[src/rtl/cdc_hs_rx.sv]
// Slow-domain receiver of a 4-phase req/ack handshake.
// Captures the word once the synchronized req is seen and offers it on valid/ready.
module cdc_hs_rx #(
  parameter int DATA_WIDTH  = 8,
  parameter int SYNC_STAGES = 2,
  parameter int CNT_WIDTH   = 8
) (
  input  logic                  clk_slow,
  input  logic                  rst_ni,
  input  logic                  req_i,
  input  logic [DATA_WIDTH-1:0] data_i,
  output logic                  ack_o,
  output logic [DATA_WIDTH-1:0] data_o,
  output logic                  valid_o,
  input  logic                  ready_i,
  output logic                  busy_o,
  output logic [CNT_WIDTH-1:0]  xfer_cnt_o
);

  typedef enum logic {
    IDLE,
    ACK
  } state_e;

  state_e                 state_q, state_d;
  logic [SYNC_STAGES-1:0] sync_q;
  logic                   ack_q, ack_d;
  logic                   valid_q, valid_d;
  logic [DATA_WIDTH-1:0]  data_q, data_d;
  logic [CNT_WIDTH-1:0]   cnt_q, cnt_d;
  logic                   req_s;
  logic                   slot_free;
  logic                   pop;
  logic                   capture;

  // req_i reaches the FSM only through this chain
  always_ff @(posedge clk_slow or negedge rst_ni) begin
    if (!rst_ni) begin
      sync_q <= '0;
    end else begin
      sync_q <= {sync_q[SYNC_STAGES-2:0], req_i};
    end
  end

  assign req_s     = sync_q[SYNC_STAGES-1];
  assign pop       = valid_q && ready_i;
  assign slot_free = !valid_q || ready_i;

  always_comb begin
    state_d = state_q;
    ack_d   = ack_q;
    capture = 1'b0;
    unique case (state_q)
      IDLE: begin
        if (req_s && slot_free) begin
          capture = 1'b1;
          ack_d   = 1'b1;
          state_d = ACK;
        end else begin
          ack_d = 1'b0;
        end
      end
      ACK: begin
        if (!req_s) begin
          ack_d   = 1'b0;
          state_d = IDLE;
        end else begin
          ack_d = 1'b1;
        end
      end
    endcase
  end

  // a capture wins over a pop, so pop+capture keeps valid high
  always_comb begin
    valid_d = valid_q;
    data_d  = data_q;
    cnt_d   = cnt_q;
    if (capture) begin
      valid_d = 1'b1;
      data_d  = data_i;
      cnt_d   = cnt_q + 1'b1;
    end else if (pop) begin
      valid_d = 1'b0;
    end
  end

  always_ff @(posedge clk_slow or negedge rst_ni) begin
    if (!rst_ni) begin
      state_q <= IDLE;
      ack_q   <= 1'b0;
      valid_q <= 1'b0;
      data_q  <= '0;
      cnt_q   <= '0;
    end else begin
      state_q <= state_d;
      ack_q   <= ack_d;
      valid_q <= valid_d;
      data_q  <= data_d;
      cnt_q   <= cnt_d;
    end
  end

  assign ack_o      = ack_q;
  assign valid_o    = valid_q;
  assign data_o     = data_q;
  assign xfer_cnt_o = cnt_q;
  assign busy_o     = (state_q == ACK);

endmodule
[config.mk]
export PLATFORM = sky130hd
export DESIGN_NAME = cdc_hs_rx
export DESIGN_NICKNAME = d
export VERILOG_FILES = /design/src/rtl/cdc_hs_rx.sv
export SDC_FILE = /design/constraint.sdc
export NUM_CORES = 1
export LEC_CHECK = 0
export CORE_ASPECT_RATIO = 1.4
export CORE_MARGIN = 5
export CORE_UTILIZATION = 45
export DETAILED_ROUTE_END_ITERATION = 10
export PLACE_DENSITY = 0.83
export SETUP_SLACK_MARGIN = 0.1
export SKIP_CTS_REPAIR_TIMING = 1
export SYNTH_ARGS = -nofsm -noshare
export SYNTH_HDL_FRONTEND = slang
export SYNTH_SLANG_ARGS = --single-unit
[constraint.sdc]
create_clock -name clk_slow -period 4 [get_ports clk_slow]
set_clock_uncertainty 0.1 [all_clocks]
set_input_delay 0.6 -clock clk_slow [delete_from_list [all_inputs] [get_ports clk_slow]]
set_output_delay 0.6 -clock clk_slow [all_outputs]
set_load 0.005 [all_outputs]
# ---- Word level (Yosys, flattened, before mapping)
# Index checks and enable logic that the tools add are counted.
dict set report classes {
  muxes 6
  add_sub_neg 1
  n_bitwise 1
  reduce_logical 5
}
# cell n
set ops {}
lappend ops {{adder 8 x 1 -> 8 bit (second input constant)} 1}
lappend ops {{two-way mux 1 bit} 5}
lappend ops {{logical AND 1 bit} 2}
lappend ops {{case mux 1 bit (2 select lines)} 1}
lappend ops {{nonzero test 2 bit} 1}
lappend ops {{zero test 1 bit} 1}
lappend ops {{logical OR 1 bit} 1}
lappend ops {{NOT 1 bit} 1}
dict set report word_totals {
  wordCells 18
  register_bits 20
}

# ---- Longest topological paths before layout
# Gate-level depths: netlist of the first run.
dict set report logic_depth {
  word_depth 6
  ltp_mapped 5
  depth_no_buf 4
}

# ---- Worst setup path after synthesis of the first run
# No wires, ideal clock.
dict set report synth_timing {
  kind {input-to-reg}
  from {input ready_i}
  to {register data_q[2], in the netlist data_o[2]}
  path_slack_ps 2534
  arrival_ps 1241
  setup_time_ps 125
  stages 4
  required_ps 3775
  path_buffers 1
  path_cell_list {nor2b_4 -> nor2_4 -> buf_8 -> mux2_2}
}
dict set report synth_between {
  elab_chain_len 4
}
# item line
set synth_rtl {}
lappend synth_rtl {{start, declared} 15} ;# input logic ready_i,
lappend synth_rtl {{logical OR 1 bit} 47} ;# assign slot_free = !valid_q || ready_i;
lappend synth_rtl {{logical AND 1 bit} 55} ;# if (req_s && slot_free) begin
lappend synth_rtl {{two-way mux 1 bit} 55}
lappend synth_rtl {{two-way mux 1 bit} 53} ;# unique case (state_q)
lappend synth_rtl {{end signal, assigned} 99} ;# data_q <= data_d;
lappend synth_rtl {{end, declared} 29} ;# logic [DATA_WIDTH-1:0] data_q, data_d;
# Every way passes these cells.
# A chain may end at the register's enable or synchronous reset.

# ---- Worst setup path in the final report of the first run
dict set report layout_timing {
  from {register cnt_q[2], in the netlist xfer_cnt_o[2]}
  to {output xfer_cnt_o[2]}
}
# item line
set layout_rtl {}
lappend layout_rtl {{start, declared} 30} ;# logic [CNT_WIDTH-1:0] cnt_q, cnt_d;
lappend layout_rtl {{start signal, assigned} 100} ;# cnt_q <= cnt_d;
lappend layout_rtl {{end, declared} 17} ;# output logic [CNT_WIDTH-1:0] xfer_cnt_o
# No word-level cell between the ends.

==> parameters.txt, run 1 <==
Parameter                              Value

Yosys
  Compound-cell area share of the yosys netlist ... 0.009077
  Share of the yosys chip area belonging to registers ... 0.6051
  Xor and xnor fraction of the mapped netlist area ... 0.07413
  Number of flip-flops and latches in the synthesized netlist ... 20
  Fraction of synthesized area in multiplexers ... 0.1225
  Post-synthesis cell type count ... 19
  Mapped Nets ... 67
  Area contributors post-synth ... dfrtp_1, mux2_2, xnor2_1, nand4_4, buf_8
  Post-synth top area cell ... dfrtp_1
  Mean instance size in the synthesized netlist ... 15.32 µm²
  Synth Area in Adders ... 0.01513
  Gate count after technology mapping ... 54
  Largest family of logic cells by synthesized area ... simple AND/OR/NAND/NOR gates
  Synthesis warning total ... 0
  Netlist Area Pre-Place ... 827.0 µm²
  Fraction of synthesized cell area taken by the top area cell type ... 0.6051
  Synth Area in Simple Gates ... 0.1467

Drt
  Violation count after the first detailed-route iteration ... 4
  DRC viols ... 0
  Average wire length per cell after detail routing ... 14.04 µm
  Count of antenna-violating nets left after detailed routing ... 0
  Total wire length ... 1474 µm
  Via count normalized by instance count ... 5.095
  Total number of vias ... 535
  Count of TritonRoute iterations in the first routing pass ... 2

Pwr
  Power dissipated by switching net loads ... 0.1654 mW
  Static leakage ... about 0.47 nW
  Sequential power share ... 0.512
  Combinational share of power ... 0.337
  Internal power consumption ... 0.4186 mW
  Power per Cell Area ... 506.7 nW/µm²
  Worst vdd ir ... between 0.2 and 0.3 mV
  Part of the total power dissipated in the clock network ... 0.151
  Fraction of power spent switching nets ... 0.2832

GRT
  Global route overflow ... 0
  Initial antenna violation count ... 0
  Wire length of the first global-routing pass ... 2532 µm
  GRT Util Overall ... 0.1243
  Maximum number of pins on one net before global-route repair ... 21
  Via count of the first global-routing pass ... 583

STA
  Slew at the pin closest to its max-slew limit ... 856.9 ps
  Final hold vios ... 0
  Final total negative setup slack ... 0 ps
  Unrepaired setup endpoints after global routing ... false
  Post-route setup slack ... 1981 ps
  Worst relative slew slack ... 0.4269
  Max Fclk ... between 400 and 500 MHz
  Post-route clock period utilization ... 0.5046
  Final count of pins violating max slew ... 0
  Final setup viols ... 0
  Final worst path period need ... around 2000 ps

Clock network
  Clock sink count ... 20
  Clock latency on the worst-skew pair ... 280 ps
  Root Buffer Master ... clkbuf_4
  Number of buffers inserted during clock tree synthesis ... 3
  Clock Tree Buf Depth ... 2
  Clock slew at the register clock pins of the worst setup and hold paths ... about 100 ps
  TritonCTS clock tree ... done
  Clock H-tree levels ... 1

Place
  Post-placement worst setup slack ... 1828 ps
  Count of placed standard cells including taps ... around 100
  Final Wtd Congestion ... 0.6761
  Placed wire-length estimate after detailed placement ... 1159 µm
  Number of I/O port buffers ... 30

Worst hold path
  Worst min-delay path class ... flop to flop

Finish
  ANT cells ... 0
  Most used cells in the layout excluding fill and tap cells ... clkdlybuf4s50_1, dfrtp_1, mux2_2
  Multi-input gate area in the final layout ... around 300 µm²
  Leading cell type in the layout, fill and taps excluded ... clkdlybuf4s50_1
  Layout net count ... 100
  Fraction of layout cells with a size suffix above 1 ... 0.2118
  Area delta synth->final ... 39.33%
  Flip-flop and latch area ... ~500 µm²
  Layout fillers ... 137
  Non-filler instance count after layout ... 105

Floorplanning
  Standard cell core area ... 1757 µm²
  Number of top-level pins ... 31
  DIE HEIGHT ... 60.73 µm
  Total Die Area ... 2807 µm²
  # rows ... 18
  Initial standard-cell utilization of the core ... 0.4708
  Width of the die ... 46.23 µm

Critical path
  Critical-path cell list ... clkdlybuf4s50_1
  Critical path fanouts, max ... 5
  Type of destination of the critical path ... output port
  Start-to-end type of the worst setup path ... flop to output port
  CP Data Required Time ... 3300 ps
  Top delay family on crit path ... buffers and inverters
  Max stage delay on crit path ... around 550 ps
  Sum of buffers and inverters on the critical path ... 1
  Data arrival at the endpoint of the critical path ... 1320 ps
  Slowest cell on crit path ... clkdlybuf4s50_1
  Critical Path Source Type ... flop

Status
  Run status ... finished, final reports clean

Job
  Max-cap viol count ... 0
cells by family after synthesis:
family,Yosys count
xor gates and xnor gates,7
muxes,9
AOI/OAI and AO/OA,1
buffers and inverters,2
DFF,20
and+or+nand+nor,14
adders and majority gates,1
sequential cells by signal, summed over array words and instances (netlist names):
register    count
data_o          8
ack_o           1
xfer_cnt_o      8
valid_o         1
sync_q          2
power groups by stage:
stage	Sequential, mW	Combinational (mW)	Clock, mW
2_1_floorplan	0.302	0.0761	0
3_3_place_gp	0.302	0.194	0
3_5_place_dp	0.304	0.200	0
4_1_cts	0.301	0.201	0.0919
5_1_grt	0.311	0.214	0.102
6_report	0.299	0.197	0.0881
cell type report:
cell class	instances	share of cell area
Multi-Input combinational cell	32	0.2638
Clock buffer	3	0.01954
Timing Repair Buffer	30	0.2606
Sequential cell	20	0.4343
Tap cell	20	0.02172
Yosys cell counts (all sizes together):
master / n
ha: 1
nand3: 3
nor3: 1
nor2b: 1
nand4: 2
dfrtp: 20
buf: 2
xnor2: 6
xor2: 1
nor2: 1
nand2b: 1
and2: 1
or2b: 1
o21a: 1
nand2: 3
mux2: 9
through the flow:
stage / cell area (µm²) / util / power [mW] / hold WS (ps)
after floorplan: 827.0 / - / 0.3785 / 204.4
after global placement: 1130 / 0.6432 / 0.4954 / 234.1
after detailed placement: 1130 / 0.6432 / 0.5044 / 249.9
after CTS: 1152 / 0.6560 / 0.5938 / 273.7
after global routing: 1152 / 0.6560 / 0.6266 / 294.3
final: 1152 / 0.6560 / 0.5839 / 270.9
worst paths after layout:
kind | from | cells after the start | end | slack (ps)
max in group asynchronous | rst_ni | 1 | xfer_cnt_o[2] | 2580
min in group asynchronous | rst_ni | 1 | sync_q[1] | 690
max reg2reg | ack_o | 3 | xfer_cnt_o[1] | 2490
min | sync_q[0] | 0 | sync_q[1] | 270
min reg2reg | sync_q[0] | 0 | sync_q[1] | 270
max | xfer_cnt_o[2] | 1 | xfer_cnt_o[2] | 1980
worst register-to-register path: stages, from the launching register on:
cell	delay, ps
dfrtp_1	420
nand2b_4	170
nor2_4	320
mux2_2	390
per-layer routing:
metal	share of wire	up-vias	track usage
li1	-	245	-
met1	0.34	273	0.1336
met2	0.58	15	0.2165
met3	0.074	2	0.04451
met4	0.0068	0	0.04878
met5	0	-	0
No activity file was read; power rests on OpenSTA's default activity.
==> run 2: changes to the inputs <==
Settings changed: CORE_UTILIZATION 45 to 42, PLACE_DENSITY 0.83 to 0.79.
Clock period 4 ns to 2.01 ns, I/O delays scaled along.
==> parameters.txt, run 2 (synthesis results as in run 1) <==
Parameter                              Value

Status
  Run status ... finished, final reports clean

Floorplanning
  Standard cell core area ... 1926 µm² (+9.6%)
  DIE HEIGHT ... 62.51 µm (+2.9%)
  Number of top-level pins ... 31 (unchanged)
  # rows ... 19 (+1)
  Total Die Area ... 2969 µm² (+5.8%)
  Initial standard-cell utilization of the core ... 0.4295 (-0.04130)
  Width of the die ... 47.51 µm (+2.8%)

Finish
  Fraction of layout cells with a size suffix above 1 ... 0.2209 (+0.009166)
  Most used cells in the layout excluding fill and tap cells ... clkdlybuf4s50_1, dfrtp_1, mux2_2
  End-of-flow core utilization ... 0.6030 (-0.05299)
  Area delta synth->final ... 40.39%
  Layout net count ... 101 (+1.0%)
  Leading cell type in the layout, fill and taps excluded ... clkdlybuf4s50_1
  ANT cells ... 0 (unchanged)

GRT
  Via count of the first global-routing pass ... 586 (+0.51%)
  Wire length of the first global-routing pass ... 2511 µm (-0.83%)
  GRT Util Overall ... 0.1110 (-0.01334)
  Initial antenna violation count ... 0 (unchanged)
  Global route overflow ... 0 (unchanged)
  Maximum number of pins on one net before global-route repair ... 21 (unchanged)

Critical path
  Number of logic stages on the critical path including buffering ... 1 (unchanged)
  Slowest cell on crit path ... clkdlybuf4s50_1
  Number of cells on the worst reg-to-reg path ... 3 (unchanged)
  Data arrival at the endpoint of the critical path ... 1320 ps (about the same)
  Start-to-end type of the worst setup path ... flop to output port
  Max stage delay on crit path ... 550 ps (about the same)
  Critical Path Source Type ... flop
  Sum of buffers and inverters on the critical path ... 1 (unchanged)
  Flop-to-flop setup slack ... 500 ps (-1990 ps)
  CP Data Required Time ... 1610 ps (-1690 ps)
  Critical path fanouts, max ... 5 (unchanged)
  Critical-path cell list ... clkdlybuf4s50_1
  Type of destination of the critical path ... output port
  Top delay family on crit path ... buffers and inverters

Clock network
  Clock slew at the register clock pins of the worst setup and hold paths ... 100 ps (about the same)
  Number of buffers inserted during clock tree synthesis ... 3 (unchanged)
  Root Buffer Master ... clkbuf_4
  Clock sink count ... 20 (unchanged)
  Clock H-tree levels ... 1 (unchanged)
  Clock Tree Buf Depth ... 2 (unchanged)
  TritonCTS clock tree ... done
  Clock latency on the worst-skew pair ... 280 ps (about the same)

Drt
  Via count normalized by instance count ... 4.944 (-3.0%)
  Count of TritonRoute iterations in the first routing pass ... 3 (+1)
  Violation count after the first detailed-route iteration ... 15 (+11)
  Total number of vias ... 529 (-1.1%)
  Count of antenna-violating nets left after detailed routing ... 0 (unchanged)
  Total wire length ... 1435 µm (-2.6%)
  Average wire length per cell after detail routing ... 13.41 µm (-4.5%)
  DRC viols ... 0 (unchanged)

Pwr
  Power per Cell Area ... 1001 nW/µm² (+98%)
  Worst vdd ir ... 0.5934 mV (+100%)
  Static leakage ... 0.4767 nW (+1.0%)

STA
  Final hold vios ... 0 (unchanged)
  Worst relative slew slack ... 0.7378 (+0.3109)
  Max Fclk ... 579.8 MHz
  Final worst path period need ... 1725 ps
  Post-route clock period utilization ... 0.8580
  Final total negative setup slack ... 0 ps (unchanged)
  Final setup viols ... 0 (unchanged)
  Unrepaired setup endpoints after global routing ... false
  Slew at the pin closest to its max-slew limit ... 392.4 ps (-464.6 ps)
  Final count of pins violating max slew ... 0 (unchanged)

Place
  Final Wtd Congestion ... 0.6961 (+3.0%)
  Number of I/O port buffers ... 30 (unchanged)

Job
  Max-cap viol count ... 0 (unchanged)

Worst hold path
  Worst min-delay path class ... input port to async pin
-- run 2: cell count changes in the layout (fill, tap and decap cells not counted), sizes merged --
cell	before	now
buf	0	1
-- run 2: power breakdown --
part           switching (mW)  leakage, nW  internal, mW
clock network           0.110       0.0138        0.0695
registers              0.0993        0.243         0.496
logic                   0.120        0.220         0.267
total                   0.330        0.477         0.833
-- run 2: cell type report --
class | count | area, µm²
clock buffers | 3 | 22.52
fillers | 160 | 764.5
multi-input cells | 32 | 304.0
flip-flops and latches | 20 | 500.5
well taps | 21 | 26.28
repair buffers | 31 | 307.8
-- run 2: per-stage QoR --
step | total power [mW] | cell area (µm²) | worst slack (ps) | std cells | hold WS, ps
2_1_floorplan | 0.7533 | 827.0 | 633.3 | 54 | -94.09
3_3_place_gp | 0.9891 | 1139 | 183.1 | 104 | 233.3
3_5_place_dp | 1.001 | 1139 | 148.2 | 104 | 239.6
4_1_cts | 1.183 | 1161 | 265.8 | 107 | 241.5
5_1_grt | 1.244 | 1161 | 227.0 | 107 | 266.3
6_report | 1.162 | 1161 | 285.4 | 107 | 238.6
-- run 2: final timing paths --
| path | start | end |
|---|---|---|
| min in group clk_slow | sync_q[0] | sync_q[1] |
| worst max register to register | ack_o | data_o[1] |
| worst min-delay path | rst_ni | data_o[2] |
| max in group asynchronous | rst_ni | xfer_cnt_o[2] |
| worst min register to register | sync_q[0] | sync_q[1] |
| worst max-delay path | xfer_cnt_o[2] | xfer_cnt_o[2] |
-- run 2: layer usage --
layer  vias up  wire length [µm]  global-route usage
li1        245                 -                   -
met4         0                 0             0.03114
met5         -                 0                   0
met1       268               557              0.1400
met3         0                88             0.02594
met2        16               789              0.1812
==> run 3: changes to the inputs <==
Settings changed: CAP_MARGIN from default to 20, CORE_UTILIZATION 42 to 45, PLACE_DENSITY 0.79 to 0.83.
Clock period 2.01 ns to 2.11 ns, I/O delays scaled along.
==> parameters.txt, run 3 (synthesis results as in run 1) <==
Parameter                              Value

Critical path
  Critical Path Source Type ... flop
  Top delay family on crit path ... buffers and inverters
  Max stage delay on crit path ... 550 ps (about the same)
  Type of destination of the critical path ... output port
  CP Data Required Time ... 1690 ps (+80 ps)
  Start-to-end type of the worst setup path ... flop to output port
  Sum of buffers and inverters on the critical path ... 1 (unchanged)
  Number of logic stages on the critical path including buffering ... 1 (unchanged)
  Slowest cell on crit path ... clkdlybuf4s50_1
  Number of cells on the worst reg-to-reg path ... 3 (unchanged)
  Data arrival at the endpoint of the critical path ... 1340 ps (+20 ps)
  Critical-path cell list ... clkdlybuf4s50_1
  Critical path fanouts, max ... 5 (unchanged)

Floorplanning
  # rows ... 18 (-1)
  Number of top-level pins ... 31 (unchanged)
  DIE HEIGHT ... 60.73 µm (-2.8%)
  Width of the die ... 46.23 µm (-2.7%)
  Initial standard-cell utilization of the core ... 0.4708 (+0.04130)
  Total Die Area ... 2807 µm² (-5.5%)
  Standard cell core area ... 1757 µm² (-8.8%)

STA
  Final total negative setup slack ... 0 ps (unchanged)
  Hold slack final ... 246.7 ps (+8.088 ps)
  Final setup viols ... 0 (unchanged)
  Worst relative slew slack ... 0.7374 (about the same)
  Final worst path period need ... between 1500 and 2000 ps
  Post-route clock period utilization ... 0.8333
  Final hold vios ... 0 (unchanged)
  Final count of pins violating max slew ... 0 (unchanged)
  Post-route setup slack ... 351.8 ps (+66.39 ps)
  Slew at the pin closest to its max-slew limit ... 392.9 ps (+0.5696 ps)
  Max Fclk ... 568.7 MHz
  Unrepaired setup endpoints after global routing ... false

Drt
  Total wire length ... 1559 µm (+8.6%)
  Count of TritonRoute iterations in the first routing pass ... 3 (unchanged)
  Average wire length per cell after detail routing ... 14.57 µm (+8.6%)
  Violation count after the first detailed-route iteration ... 8 (-7)
  Via count normalized by instance count ... 5.037 (+1.9%)
  Count of antenna-violating nets left after detailed routing ... 0 (unchanged)
  DRC viols ... 0 (unchanged)
  Total number of vias ... 539 (+1.9%)

Finish
  Layout net count ... 101 (unchanged)
  End-of-flow core utilization ... 0.6681 (+0.06510)
  Final Instance Area ... 1174 µm² (+1.1%)
  Most used cells in the layout excluding fill and tap cells ... clkdlybuf4s50_1, dfrtp_1, mux2_2
  Fraction of layout cells with a size suffix above 1 ... 0.2299 (+0.008955)
  ANT cells ... 0 (unchanged)
  Non-filler instance count after layout ... 107 (unchanged)
  Area delta synth->final ... 41.91%
  Leading cell type in the layout, fill and taps excluded ... clkdlybuf4s50_1

Clock network
  Clock slew at the register clock pins of the worst setup and hold paths ... 110 ps (about the same)
  TritonCTS clock tree ... done
  Number of buffers inserted during clock tree synthesis ... 3 (unchanged)
  Clock H-tree levels ... 1 (unchanged)
  Clock Tree Buf Depth ... 2 (unchanged)
  Root Buffer Master ... clkbuf_4
  Clock latency on the worst-skew pair ... 310 ps (+30 ps)
  Clock sink count ... 20 (unchanged)

Job
  Max-cap viol count ... 0 (unchanged)

Pwr
  Worst vdd ir ... 0.5755 mV (-3.0%)
  Static leakage ... 0.4839 nW (+1.5%)
  Power per Cell Area ... 994.0 nW/µm² (-0.70%)
  Power consumption ... 1.167 mW (+0.37%)

GRT
  Global route overflow ... 0 (unchanged)
  GRT Util Overall ... 0.1444 (+0.03342)
  Via count of the first global-routing pass ... 578 (-1.4%)
  Initial antenna violation count ... 0 (unchanged)
  Wire length of the first global-routing pass ... 2691 µm (+7.2%)
  Maximum number of pins on one net before global-route repair ... 21 (unchanged)

Status
  Run status ... finished, final reports clean

Place
  Number of I/O port buffers ... 30 (unchanged)
  Post-placement worst setup slack ... 220.5 ps (+72.25 ps)
  Final Wtd Congestion ... 0.6730 (-3.3%)
  Count of placed standard cells including taps ... 103 (-0.96%)
  Post-detailed-placement cell area ... 1137 µm² (-0.11%)
  Placed wire-length estimate after detailed placement ... 1221 µm

Worst hold path
  Worst min-delay path class ... input port to async pin
==> run 3: cell count changes in the layout (fill, tap and decap cells not counted), sizes merged <==
| cell | change |
|---|---|
| clkbuf | +1 |
==> run 3: layer usage <==
layer,track usage,vias up,wire [µm]
li1,-,247,-
met1,0.1516,271,538
met2,0.2343,17,877
met3,0.03561,4,97
met4,0.1220,0,46
met5,0,-,0
==> run 3: where the power goes <==
part | total, mW | internal, mW | switching [mW]
registers | 0.567 | 0.473 | 0.0947
logic | 0.375 | 0.256 | 0.119
clock network | 0.225 | 0.106 | 0.119
==> run 3: path summary, 6_finish.rpt <==
| check | startpoint | endpoint | slack (ps) |
|---|---|---|---|
| setup / recovery | xfer_cnt_o[2] | xfer_cnt_o[2] | 350 |
| hold / removal | rst_ni | data_o[4] | 250 |
| setup reg to reg | ack_o | data_o[3] | 600 |
| hold reg to reg | sync_q[0] | sync_q[1] | 260 |
| max in group asynchronous | rst_ni | xfer_cnt_o[5] | 1460 |
| min in group clk_slow | sync_q[0] | sync_q[1] | 260 |
==> run 3: final cells by class <==
cell class	count	area [µm²]
multi-input cells	32	304.0
flip-flops and latches	20	500.5
fillers	142	583.1
clock buffers	4	36.28
well taps	20	25.02
repair buffers	31	307.8
